File: config.mk
export PLATFORM = sky130hd
export DESIGN_NAME = pkt_parse_arbiter_flat
export DESIGN_NICKNAME = d
export VERILOG_FILES = /design/src/rtl/pkt_parse_arbiter_if.sv /design/src/rtl/pkt_parse_arbiter.sv /design/src/flat_wrapper.sv
export SDC_FILE = /design/constraint.sdc
export NUM_CORES = 1
export LEC_CHECK = 0
export ABC_AREA = 1
export CORE_MARGIN = 8
export CORE_UTILIZATION = 40
export DETAILED_ROUTE_END_ITERATION = 8
export MAX_ROUTING_LAYER = met4
export PLACE_DENSITY = 0.89
export SETUP_SLACK_MARGIN = 0.2
export SLEW_MARGIN = 40
export SYNTH_ARGS = -nofsm -noshare
export SYNTH_HDL_FRONTEND = slang
export SYNTH_SLANG_ARGS = --single-unit
File: constraint.sdc
create_clock -name clk -period 2.8 [get_ports clk]
set_input_delay 0.42 -clock clk [delete_from_list [all_inputs] [get_ports clk]]
set_output_delay 0.42 -clock clk [all_outputs]
set_load 0.01 [all_outputs]
File: src/rtl/pkt_parse_arbiter_if.sv
// pkt_parse_arbiter_if: requester and output handshake bundle
// for the packet parse arbiter.
interface pkt_parse_arbiter_if #(
    parameter int NUM_REQ = 4,
    parameter int CTLW    = 33,
    parameter int PAYLOAD = 32,
    parameter int SRCW    = 2
);
    logic [NUM_REQ-1:0]         req_valid;
    logic [NUM_REQ-1:0]         req_last;
    logic [NUM_REQ*CTLW-1:0]    req_ctl;
    logic [NUM_REQ*PAYLOAD-1:0] req_payload;
    logic [NUM_REQ-1:0]         req_ready;
    logic                       out_valid;
    logic                       out_ready;
    logic [CTLW-1:0]            out_ctl;
    logic [PAYLOAD-1:0]         out_payload;
    logic                       out_last;
    logic [SRCW-1:0]            out_src;

    modport master (
        output req_valid,
        output req_last,
        output req_ctl,
        output req_payload,
        output out_ready,
        input  req_ready,
        input  out_valid,
        input  out_ctl,
        input  out_payload,
        input  out_last,
        input  out_src
    );

    modport slave (
        input  req_valid,
        input  req_last,
        input  req_ctl,
        input  req_payload,
        input  out_ready,
        output req_ready,
        output out_valid,
        output out_ctl,
        output out_payload,
        output out_last,
        output out_src
    );
endinterface

File: src/rtl/pkt_parse_arbiter.sv
// pkt_parse_arbiter: round-robin packet arbiter feeding the payload
// parse stage; drops zero-control packets and truncates long ones.
module pkt_parse_arbiter #(
    parameter int NUM_REQ   = 4,
    parameter int PARITY    = 1,
    parameter int FLAGS     = 12,
    parameter int ADDR      = 20,
    parameter int PAYLOAD   = 32,
    parameter int MAX_BEATS = 16,
    localparam int CTLW = PARITY + FLAGS + ADDR,
    localparam int SRCW = (NUM_REQ > 1) ? $clog2(NUM_REQ) : 1,
    localparam int BCW  = $clog2(MAX_BEATS + 1)
) (
    input  logic               clk,
    input  logic               rst,
    pkt_parse_arbiter_if.slave bus,
    output logic [15:0]        drop_cnt,
    output logic [15:0]        trunc_cnt
);

    typedef enum logic [1:0] {
        IDLE,
        ARB,
        FWD,
        DROP
    } state_t;

    state_t state;
    state_t state_nx;

    logic [SRCW-1:0]    grant;
    logic [SRCW-1:0]    grant_inc;
    logic [SRCW-1:0]    rr_ptr;
    logic [SRCW-1:0]    pick;
    logic               pick_ok;
    logic [SRCW-1:0]    scan [NUM_REQ];
    logic [BCW-1:0]     bcnt;
    logic [BCW-1:0]     bcnt_inc;
    logic [CTLW-1:0]    ctl_a [NUM_REQ];
    logic [PAYLOAD-1:0] pay_a [NUM_REQ];
    logic [CTLW-1:0]    g_ctl;
    logic [PAYLOAD-1:0] g_pay;
    logic               g_valid;
    logic               g_last;
    logic               g_zero;
    logic               g_rdy;
    logic               xfer;
    logic               load_ok;
    logic               cap_hit;
    logic               leave;
    logic               ld;
    logic               ld_last;
    logic               drop_hit;
    logic               trunc_hit;
    logic [NUM_REQ-1:0] rdy;

    // Unpack the per-requester control and payload lanes.
    always_comb begin
        for (int i = 0; i < NUM_REQ; i++) begin
            ctl_a[i] = bus.req_ctl[i*CTLW +: CTLW];
            pay_a[i] = bus.req_payload[i*PAYLOAD +: PAYLOAD];
        end
    end

    // Requester indices in circular order starting at rr_ptr.
    always_comb begin
        for (int i = 0; i < NUM_REQ; i++) begin
            scan[i] = SRCW'((int'(rr_ptr) + i) % NUM_REQ);
        end
    end

    // First valid requester in scan order; lowest offset wins.
    always_comb begin
        pick    = '0;
        pick_ok = 1'b0;
        for (int i = NUM_REQ - 1; i >= 0; i--) begin
            if (bus.req_valid[scan[i]]) begin
                pick    = scan[i];
                pick_ok = 1'b1;
            end
        end
    end

    assign g_valid   = bus.req_valid[grant];
    assign g_last    = bus.req_last[grant];
    assign g_ctl     = ctl_a[grant];
    assign g_pay     = pay_a[grant];
    assign g_zero    = (g_ctl == '0);
    assign load_ok   = !bus.out_valid || bus.out_ready;
    assign xfer      = g_valid && g_rdy;
    assign bcnt_inc  = bcnt + 1'b1;
    assign cap_hit   = (bcnt_inc == BCW'(MAX_BEATS));
    assign leave     = (state != IDLE) && (state_nx == IDLE);
    assign grant_inc = (grant == SRCW'(NUM_REQ - 1)) ? '0
                                                     : grant + 1'b1;

    // State register.
    always_ff @(posedge clk) begin
        if (rst) begin
            state <= IDLE;
        end else begin
            state <= state_nx;
        end
    end

    // Next-state: packet boundaries, drops and truncation.
    always_comb begin
        state_nx = state;
        unique case (state)
            IDLE: begin
                if (pick_ok) state_nx = ARB;
            end
            ARB: begin
                if (xfer) begin
                    if (g_last)      state_nx = IDLE;
                    else if (g_zero) state_nx = DROP;
                    else             state_nx = FWD;
                end
            end
            FWD: begin
                if (xfer) begin
                    if (g_last)       state_nx = IDLE;
                    else if (cap_hit) state_nx = DROP;
                end
            end
            DROP: begin
                if (xfer && g_last) state_nx = IDLE;
            end
            default: state_nx = IDLE;
        endcase
    end

    // Outputs: ready for the granted lane and beat load strobes.
    always_comb begin
        g_rdy     = 1'b0;
        ld        = 1'b0;
        ld_last   = 1'b0;
        drop_hit  = 1'b0;
        trunc_hit = 1'b0;
        unique case (1'b1)
            (state == ARB): begin
                g_rdy = load_ok;
                if (g_valid && load_ok) begin
                    drop_hit = g_zero;
                    ld       = !g_zero;
                    ld_last  = g_last;
                end
            end
            (state == FWD): begin
                g_rdy = load_ok;
                if (g_valid && load_ok) begin
                    ld        = 1'b1;
                    ld_last   = g_last || cap_hit;
                    trunc_hit = !g_last && cap_hit;
                end
            end
            (state == DROP): begin
                g_rdy = 1'b1;
            end
            default: begin
                g_rdy = 1'b0;
            end
        endcase
    end

    // One-hot ready toward the granted requester only.
    always_comb begin
        rdy        = '0;
        rdy[grant] = g_rdy;
    end

    assign bus.req_ready = rdy;

    // Grant latch, round-robin pointer and beat counter.
    always_ff @(posedge clk) begin
        if (rst) begin
            grant  <= '0;
            rr_ptr <= '0;
            bcnt   <= '0;
        end else begin
            if (state == IDLE && pick_ok) grant <= pick;
            if (leave) rr_ptr <= grant_inc;
            if (ld) begin
                bcnt <= (state == ARB) ? BCW'(1) : bcnt_inc;
            end
        end
    end

    // Registered output stage; holds while stalled downstream.
    always_ff @(posedge clk) begin
        if (rst) begin
            bus.out_valid   <= 1'b0;
            bus.out_ctl     <= '0;
            bus.out_payload <= '0;
            bus.out_last    <= 1'b0;
            bus.out_src     <= '0;
        end else if (ld) begin
            bus.out_valid   <= 1'b1;
            bus.out_ctl     <= g_ctl;
            bus.out_payload <= g_pay;
            bus.out_last    <= ld_last;
            bus.out_src     <= grant;
        end else if (bus.out_ready) begin
            bus.out_valid   <= 1'b0;
        end
    end

    // Saturating drop and truncation counters.
    always_ff @(posedge clk) begin
        if (rst) begin
            drop_cnt  <= '0;
            trunc_cnt <= '0;
        end else begin
            if (drop_hit && drop_cnt != 16'hFFFF) begin
                drop_cnt <= drop_cnt + 16'd1;
            end
            if (trunc_hit && trunc_cnt != 16'hFFFF) begin
                trunc_cnt <= trunc_cnt + 16'd1;
            end
        end
    end

endmodule

File: src/flat_wrapper.sv
// flat-port wrapper written by rule: the top's interface ports become plain ports
module pkt_parse_arbiter_flat 
#(
    parameter int NUM_REQ   = 4,
    parameter int PARITY    = 1,
    parameter int FLAGS     = 12,
    parameter int ADDR      = 20,
    parameter int PAYLOAD   = 32,
    parameter int MAX_BEATS = 16,
    localparam int CTLW = PARITY + FLAGS + ADDR,
    localparam int SRCW = (NUM_REQ > 1) ? $clog2(NUM_REQ) : 1,
    localparam int BCW  = $clog2(MAX_BEATS + 1)
)
  (clk, rst, drop_cnt, trunc_cnt, bus_req_valid, bus_req_last, bus_req_ctl, bus_req_payload, bus_out_ready, bus_req_ready, bus_out_valid, bus_out_ctl, bus_out_payload, bus_out_last, bus_out_src);
  pkt_parse_arbiter_if #(.NUM_REQ(NUM_REQ), .CTLW((PARITY + FLAGS + ADDR)), .PAYLOAD(PAYLOAD), .SRCW((2))) bus_i ();
  input  logic clk;
  input  logic rst;
  output logic [15:0] drop_cnt;
  output logic [15:0] trunc_cnt;
  input wire logic [$bits(bus_i.req_valid)-1:0] bus_req_valid;
  input wire logic [$bits(bus_i.req_last)-1:0] bus_req_last;
  input wire logic [$bits(bus_i.req_ctl)-1:0] bus_req_ctl;
  input wire logic [$bits(bus_i.req_payload)-1:0] bus_req_payload;
  input wire logic [$bits(bus_i.out_ready)-1:0] bus_out_ready;
  output wire logic [$bits(bus_i.req_ready)-1:0] bus_req_ready;
  output wire logic [$bits(bus_i.out_valid)-1:0] bus_out_valid;
  output wire logic [$bits(bus_i.out_ctl)-1:0] bus_out_ctl;
  output wire logic [$bits(bus_i.out_payload)-1:0] bus_out_payload;
  output wire logic [$bits(bus_i.out_last)-1:0] bus_out_last;
  output wire logic [$bits(bus_i.out_src)-1:0] bus_out_src;
  assign bus_i.req_valid = bus_req_valid;
  assign bus_i.req_last = bus_req_last;
  assign bus_i.req_ctl = bus_req_ctl;
  assign bus_i.req_payload = bus_req_payload;
  assign bus_i.out_ready = bus_out_ready;
  assign bus_req_ready = bus_i.req_ready;
  assign bus_out_valid = bus_i.out_valid;
  assign bus_out_ctl = bus_i.out_ctl;
  assign bus_out_payload = bus_i.out_payload;
  assign bus_out_last = bus_i.out_last;
  assign bus_out_src = bus_i.out_src;
  pkt_parse_arbiter #(.NUM_REQ(NUM_REQ), .PARITY(PARITY), .FLAGS(FLAGS), .ADDR(ADDR), .PAYLOAD(PAYLOAD), .MAX_BEATS(MAX_BEATS)) u_core (.clk(clk), .rst(rst), .bus(bus_i), .drop_cnt(drop_cnt), .trunc_cnt(trunc_cnt));
endmodule
# == After elaboration in Yosys (flattened, before gate mapping) ==
# Index checks and enable logic that the tools add are counted.
# totals
register_bits,112
latch_bits,0
mem_bits_rw,0
romBits,0
in_bits,271
out_inout_bits,105
word_cells,106
memories,0
# classes
add_sub_neg,7
mul,0
div_mod_pow,0
order_cmp,7
n_eq_ne,7
shift,0
mux,52
n_bitwise,2
reduce_logical,20
# op_table
op,count
33-bit binary-select mux with 2-bit select,1
33-bit two-way mux,2
32-bit binary-select mux with 2-bit select,1
32-bit two-way mux,2
33-bit zero test,1
16-bit by 1-bit adder with 16-bit output (second input constant),2
16-bit != test (second input constant),2
2-bit two-way mux,12
1-bit two-way mux,22
2-bit by 3-bit less-than comparator with 1-bit output (second input constant),5
1-bit binary-select mux with 2-bit select,6
1-bit logical AND,9
2-bit one-hot mux with 4 select lines,1
2-bit == test (second input constant),3
1-bit one-hot mux with 2 select lines,3
5-bit by 1-bit adder with 5-bit output (second input constant),1
5-bit == test (second input constant),1
5-bit two-way mux,1
2-bit by 1-bit adder with 2-bit output (second input constant),2
2-bit adder (second input constant),2
4-bit bitwise AND,1
2-bit zero test,2
2-bit nonzero test,2
3-bit >= comparator (second input constant),1
other kinds (7),10

# == Logic depth before layout (Yosys ltp) ==
# logic_depth
ltp_word,11
ltp_mapped,17

# == Worst setup path before layout ==
# Ideal clock, no wire load.
# synth_path
kind,reg-to-output
from,reg u_core.grant[0]
to,out bus_req_ready[0]
arrival_ns,1.665
t_required_ns,2.380
setup_slack_ns,0.715
path_stages_with_launch,8
path_buffers,3
cell_sequence,dfxtp_1 inv_2 clkbuf_1 clkbuf_1 clkbuf_1 ha_1 inv_1 nor2_1
# synth_via
elab_chain_len,5
word_cells_on_any_way,6
classes_between,order compare: 2; mux: 2; bitwise: 1; reduce/logical: 1
# synth_lines
item,line_no,text
from (decl),pkt_parse_arbiter.sv:31,logic [SRCW-1:0] grant;
from (signal assigned),pkt_parse_arbiter.sv:181,if (state == IDLE && pick_ok) grant <= pick;
2-bit by 3-bit less-than comparator with 1-bit output (implied by the code) or 2-bit by 1-bit >= comparator with 1-bit output (tied branches),pkt_parse_arbiter.sv:169,rdy[grant] = g_rdy;
1-bit logical AND (implied by the code),pkt_parse_arbiter.sv:169,
1-bit two-way mux (implied by the code),pkt_parse_arbiter.sv:169,
1-bit demux with 2-bit select *,-,
4-bit bitwise AND (no line) *,-,
to (decl),flat_wrapper.sv:25,output wire logic [$bits(bus_i.req_ready)-1:0] bus_req_ready;
# Every way passes the cells marked *; elsewhere a longest branch is shown, timed or not.

# == Final worst setup path ==
# layout_path
from,reg u_core.state[0]
to,out bus_req_ready[1]
# layout_via
elab_chain_len,4
word_cells_on_any_way,6
classes_between,eq/ne: 3; mux: 1; bitwise: 1; reduce/logical: 1
# layout_lines
item,line_no,text
from (decl),pkt_parse_arbiter.sv:28,state_t state;
from (signal assigned),pkt_parse_arbiter.sv:102,state <= state_nx;
2-bit by 1-bit == test with 1-bit output or 2-bit == test (tied branches),"pkt_parse_arbiter.sv:141, pkt_parse_arbiter.sv:149",
2-bit OR reduction (no line),-,
1-bit one-hot mux with 2 select lines *,pkt_parse_arbiter.sv:140,unique case (1'b1)
4-bit bitwise AND (no line) *,-,
# Marked as above.

==> results.py <==
metrics = {
    "clock_tree": {
        "clk-insertion-delay-late_ps": 350,
        "cts_buffers": 9,
        "cts_tree": "yes",
        "root_buffer": "clkbuf_16",
        "path_clk_slew_ps": 80,
        "cts_buffer_depth": 2,
        "postCtsHoldBufs": 0,
        "numClockSinks": 112,
        "htree_levels": 3,
    },
    "sta": {
        "layout_setup_ws_ps": 321,
        "rsz0062_at_grt": "yes",
        "setup_viol_count_final": 0,
        "period_share": 0.885,
        "post-route-min-period_ps": 2480,
        "clock_skew_ps": 6.61,
        "hold_violations": 0,
        "fmax_ghz": 0.403,
        "tightest_slew_ps": 548,
        "slew_headroom": 0.632,
        "maxSlewViolCount": 0,
        "setup_tns_ps": 0,
    },
    "synthesis": {
        "synth.distinct_cells": 29,
        "synth_warnings": 0,
        "syn_inst": 1174,
        "synth_seq_area_share": 0.318,
        "synth_enable_flop_cells": 0,
        "syn_area_um2": 7050,
        "synth_ff_type": "dfxtp_1",
        "synth-seq-cells": 112,
        "syn_area_per_cell_um2": 6.01,
        "async_reset_ff_frac": 0,
        "syn_nets": 1457,
    },
    "grt": {
        "first_global_vias": 8985,
        "antenna_found_initial": 7,
        "grt_usage": 0.280,
        "grt_max_degree": 76,
        "grt_pass1_wl_um": 47800,
        "grt_remaining_overflow": 0,
    },
    "place": {
        "place_ws_ps": 204,
        "post-dp-hpwl_um": 24100,
        "gp_congestion": 0.975,
        "port_buffers": 375,
    },
    "run_status": {
        "status": "completed",
    },
    "final_layout": {
        "area_delta_synth_final_pct": 64.3,
        "drive_above_1_share": 0.0420,
        "nets": 1800,
        "nFillCells": 1526,
        "fin_util": 0.670,
    },
    "critical_path": {
        "crit_fanout": 5,
        "startpoint_type": "flop",
        "endpoint_kind": "output port",
        "required_ps": 2380,
        "crit_arrival_ps": 2060,
        "worstSetupPathType": "flop to output port",
    },
    "detailed_routing": {
        "ant_nets": 0,
        "vias": 9259,
        "drtPass1Iterations": 5,
        "wl_um": 32400,
        "first_iter_violations": 745,
        "avgViaCountPerCell": 5.28,
        "wl_per_cell_um": 18.5,
        "drc": 0,
    },
    "die": {
        "fp.dieW_um": 149,
        "dieHeight_um": 149,
        "initial_utilization": 0.408,
        "core_area_um2": 17300,
        "rows": 48,
        "dieArea_um2": 22100,
        "pin_count": 376,
    },
    "pwr": {
        "leakage_nw": 4.61,
        "ir_drop_mv": 0.399,
        "powerDensity_nw_per_um2": 434,
    },
    "flow_run": {
        "drv_cap": 0,
    },
    "min_path": {
        "min_path_type": "flop to flop",
    },
}
[final cells by class]
type / instances / area, um2 / share of cell area
diodes: 7 / 17.5 / 0.00151
clock buffers: 11 / 264 / 0.0228
clock inverters: 5 / 67.6 / 0.00583
inverters: 69 / 269 / 0.0232
multi-input cells: 922 / 4270 / 0.369
flip-flops and latches: 112 / 2250 / 0.194
well taps: 225 / 282 / 0.0243
repair buffers: 403 / 4160 / 0.359
[cells by family after synthesis]
kind of cell               share of synthesized area
buffers and inverters                         0.0823
AOI/OAI and AO/OA                              0.199
DFF                                            0.318
xor gates and xnor gates                      0.0174
adders and majority gates                     0.0213
and+or+nand+nor                                0.362
[critical path, stage by stage, from the launching register on]
cell and delay, ps:
dfxtp_1 390, inv_1 120, ha_1 330, nand2_1 60
nand2_1 70, nand2_2 100, nor2_1 90, clkdlybuf4s50_1 550
[routing by layer]
metal  part of all wire  track usage  vias up
li1                   -            -     4554
met1               0.38        0.311     4197
met2               0.49        0.466      436
met3              0.096       0.0846       72
met4              0.035        0.104        0
met5                  0            -        -
[power by group]
| part | total, mW | switching (mW) | internal (mW) |
|---|---|---|---|
| combinational | 1.85 | 0.976 | 0.875 |
| sequential | 1.74 | 0.0609 | 1.68 |
| clock | 1.43 | 0.645 | 0.789 |
[what timing repair did]
action                     in CTS  in global routing
setup endpoints to repair       0                 86
gates resized for setup         0                 30
setup buffers                   0                  2
[placed cells by master (no fill, tap or decap), drive strengths merged]
| cell type | netlist | layout |
|---|---|---|
| dlymetal6s2s | 0 | 3 |
| nor2 | 224 | 224 |
| nor4 | 6 | 6 |
| a31oi | 1 | 1 |
| dfxtp | 112 | 112 |
| clkbuf | 42 | 15 |
| o21a | 1 | 1 |
| nand3 | 93 | 93 |
| bufinv | 0 | 1 |
| xor2 | 8 | 8 |
| o21ai | 162 | 162 |
| or2 | 1 | 1 |
| nand2 | 274 | 274 |
| diode | 0 | 7 |
| o211ai | 2 | 2 |
| buf | 29 | 24 |
| a21oi | 72 | 72 |
| xnor2 | 6 | 6 |
| clkdlybuf4s50 | 0 | 372 |
| nand4 | 7 | 7 |
| clkinv | 0 | 1 |
| nor3b | 1 | 1 |
| o22ai | 32 | 32 |
| inv | 69 | 72 |
| nor3 | 17 | 17 |
| ha | 12 | 12 |
| nand3b | 3 | 3 |
[final timing paths]
check,from,endpoint,slack [ps],depth (start not counted)
worst max-delay path,u_core.state[0],bus_req_ready[1],320,7
worst min-delay path,u_core.bus.out_ctl[1],u_core.bus.out_ctl[1],470,2
worst max register to register,u_core.grant[0],u_core.bus.out_payload[6],340,17
worst min register to register,u_core.bus.out_ctl[1],u_core.bus.out_ctl[1],470,2
[through the flow]
| stage | power [mW] | cell area, um2 | hold WS (ps) | cells |
|---|---|---|---|---|
| floorplan | 2.69 | 7050 | 437 | 1174 |
| global placement | 3.51 | 11000 | 448 | 1724 |
| detailed placement | 3.54 | 11000 | 458 | 1724 |
| CTS | 4.97 | 11400 | 473 | 1740 |
| global route | 5.30 | 11600 | 492 | 1754 |
| finish | 5.03 | 11600 | 471 | 1754 |
[state kept, by name, summed over array words and instances (netlist names), 5 cells and up]
signal                  count
u_core.bus.out_payload     32
u_core.drop_cnt            16
u_core.trunc_cnt           16
u_core.bus.out_ctl         33
u_core.bcnt                 5
[Yosys cell counts (4+ instances only)]
master    count  share of area
clkbuf_1     42          0.022
o22ai_1      32          0.028
o21ai_0     138          0.098
nand4_1       7         0.0062
nor3_1       17          0.012
a21oi_1      72          0.051
inv_1        65          0.035
xnor2_1       6         0.0075
inv_2         4         0.0021
nand3_1      91          0.065
nand2_1     273           0.15
nor2_1      222           0.12
buf_2        20          0.014
o21ai_1      24          0.017
dfxtp_1     112           0.32
xor2_1        8         0.0099
buf_4         8         0.0085
nor4_1        6         0.0053
ha_1         12          0.021
No activity file was read; power rests on OpenSTA's default activity.
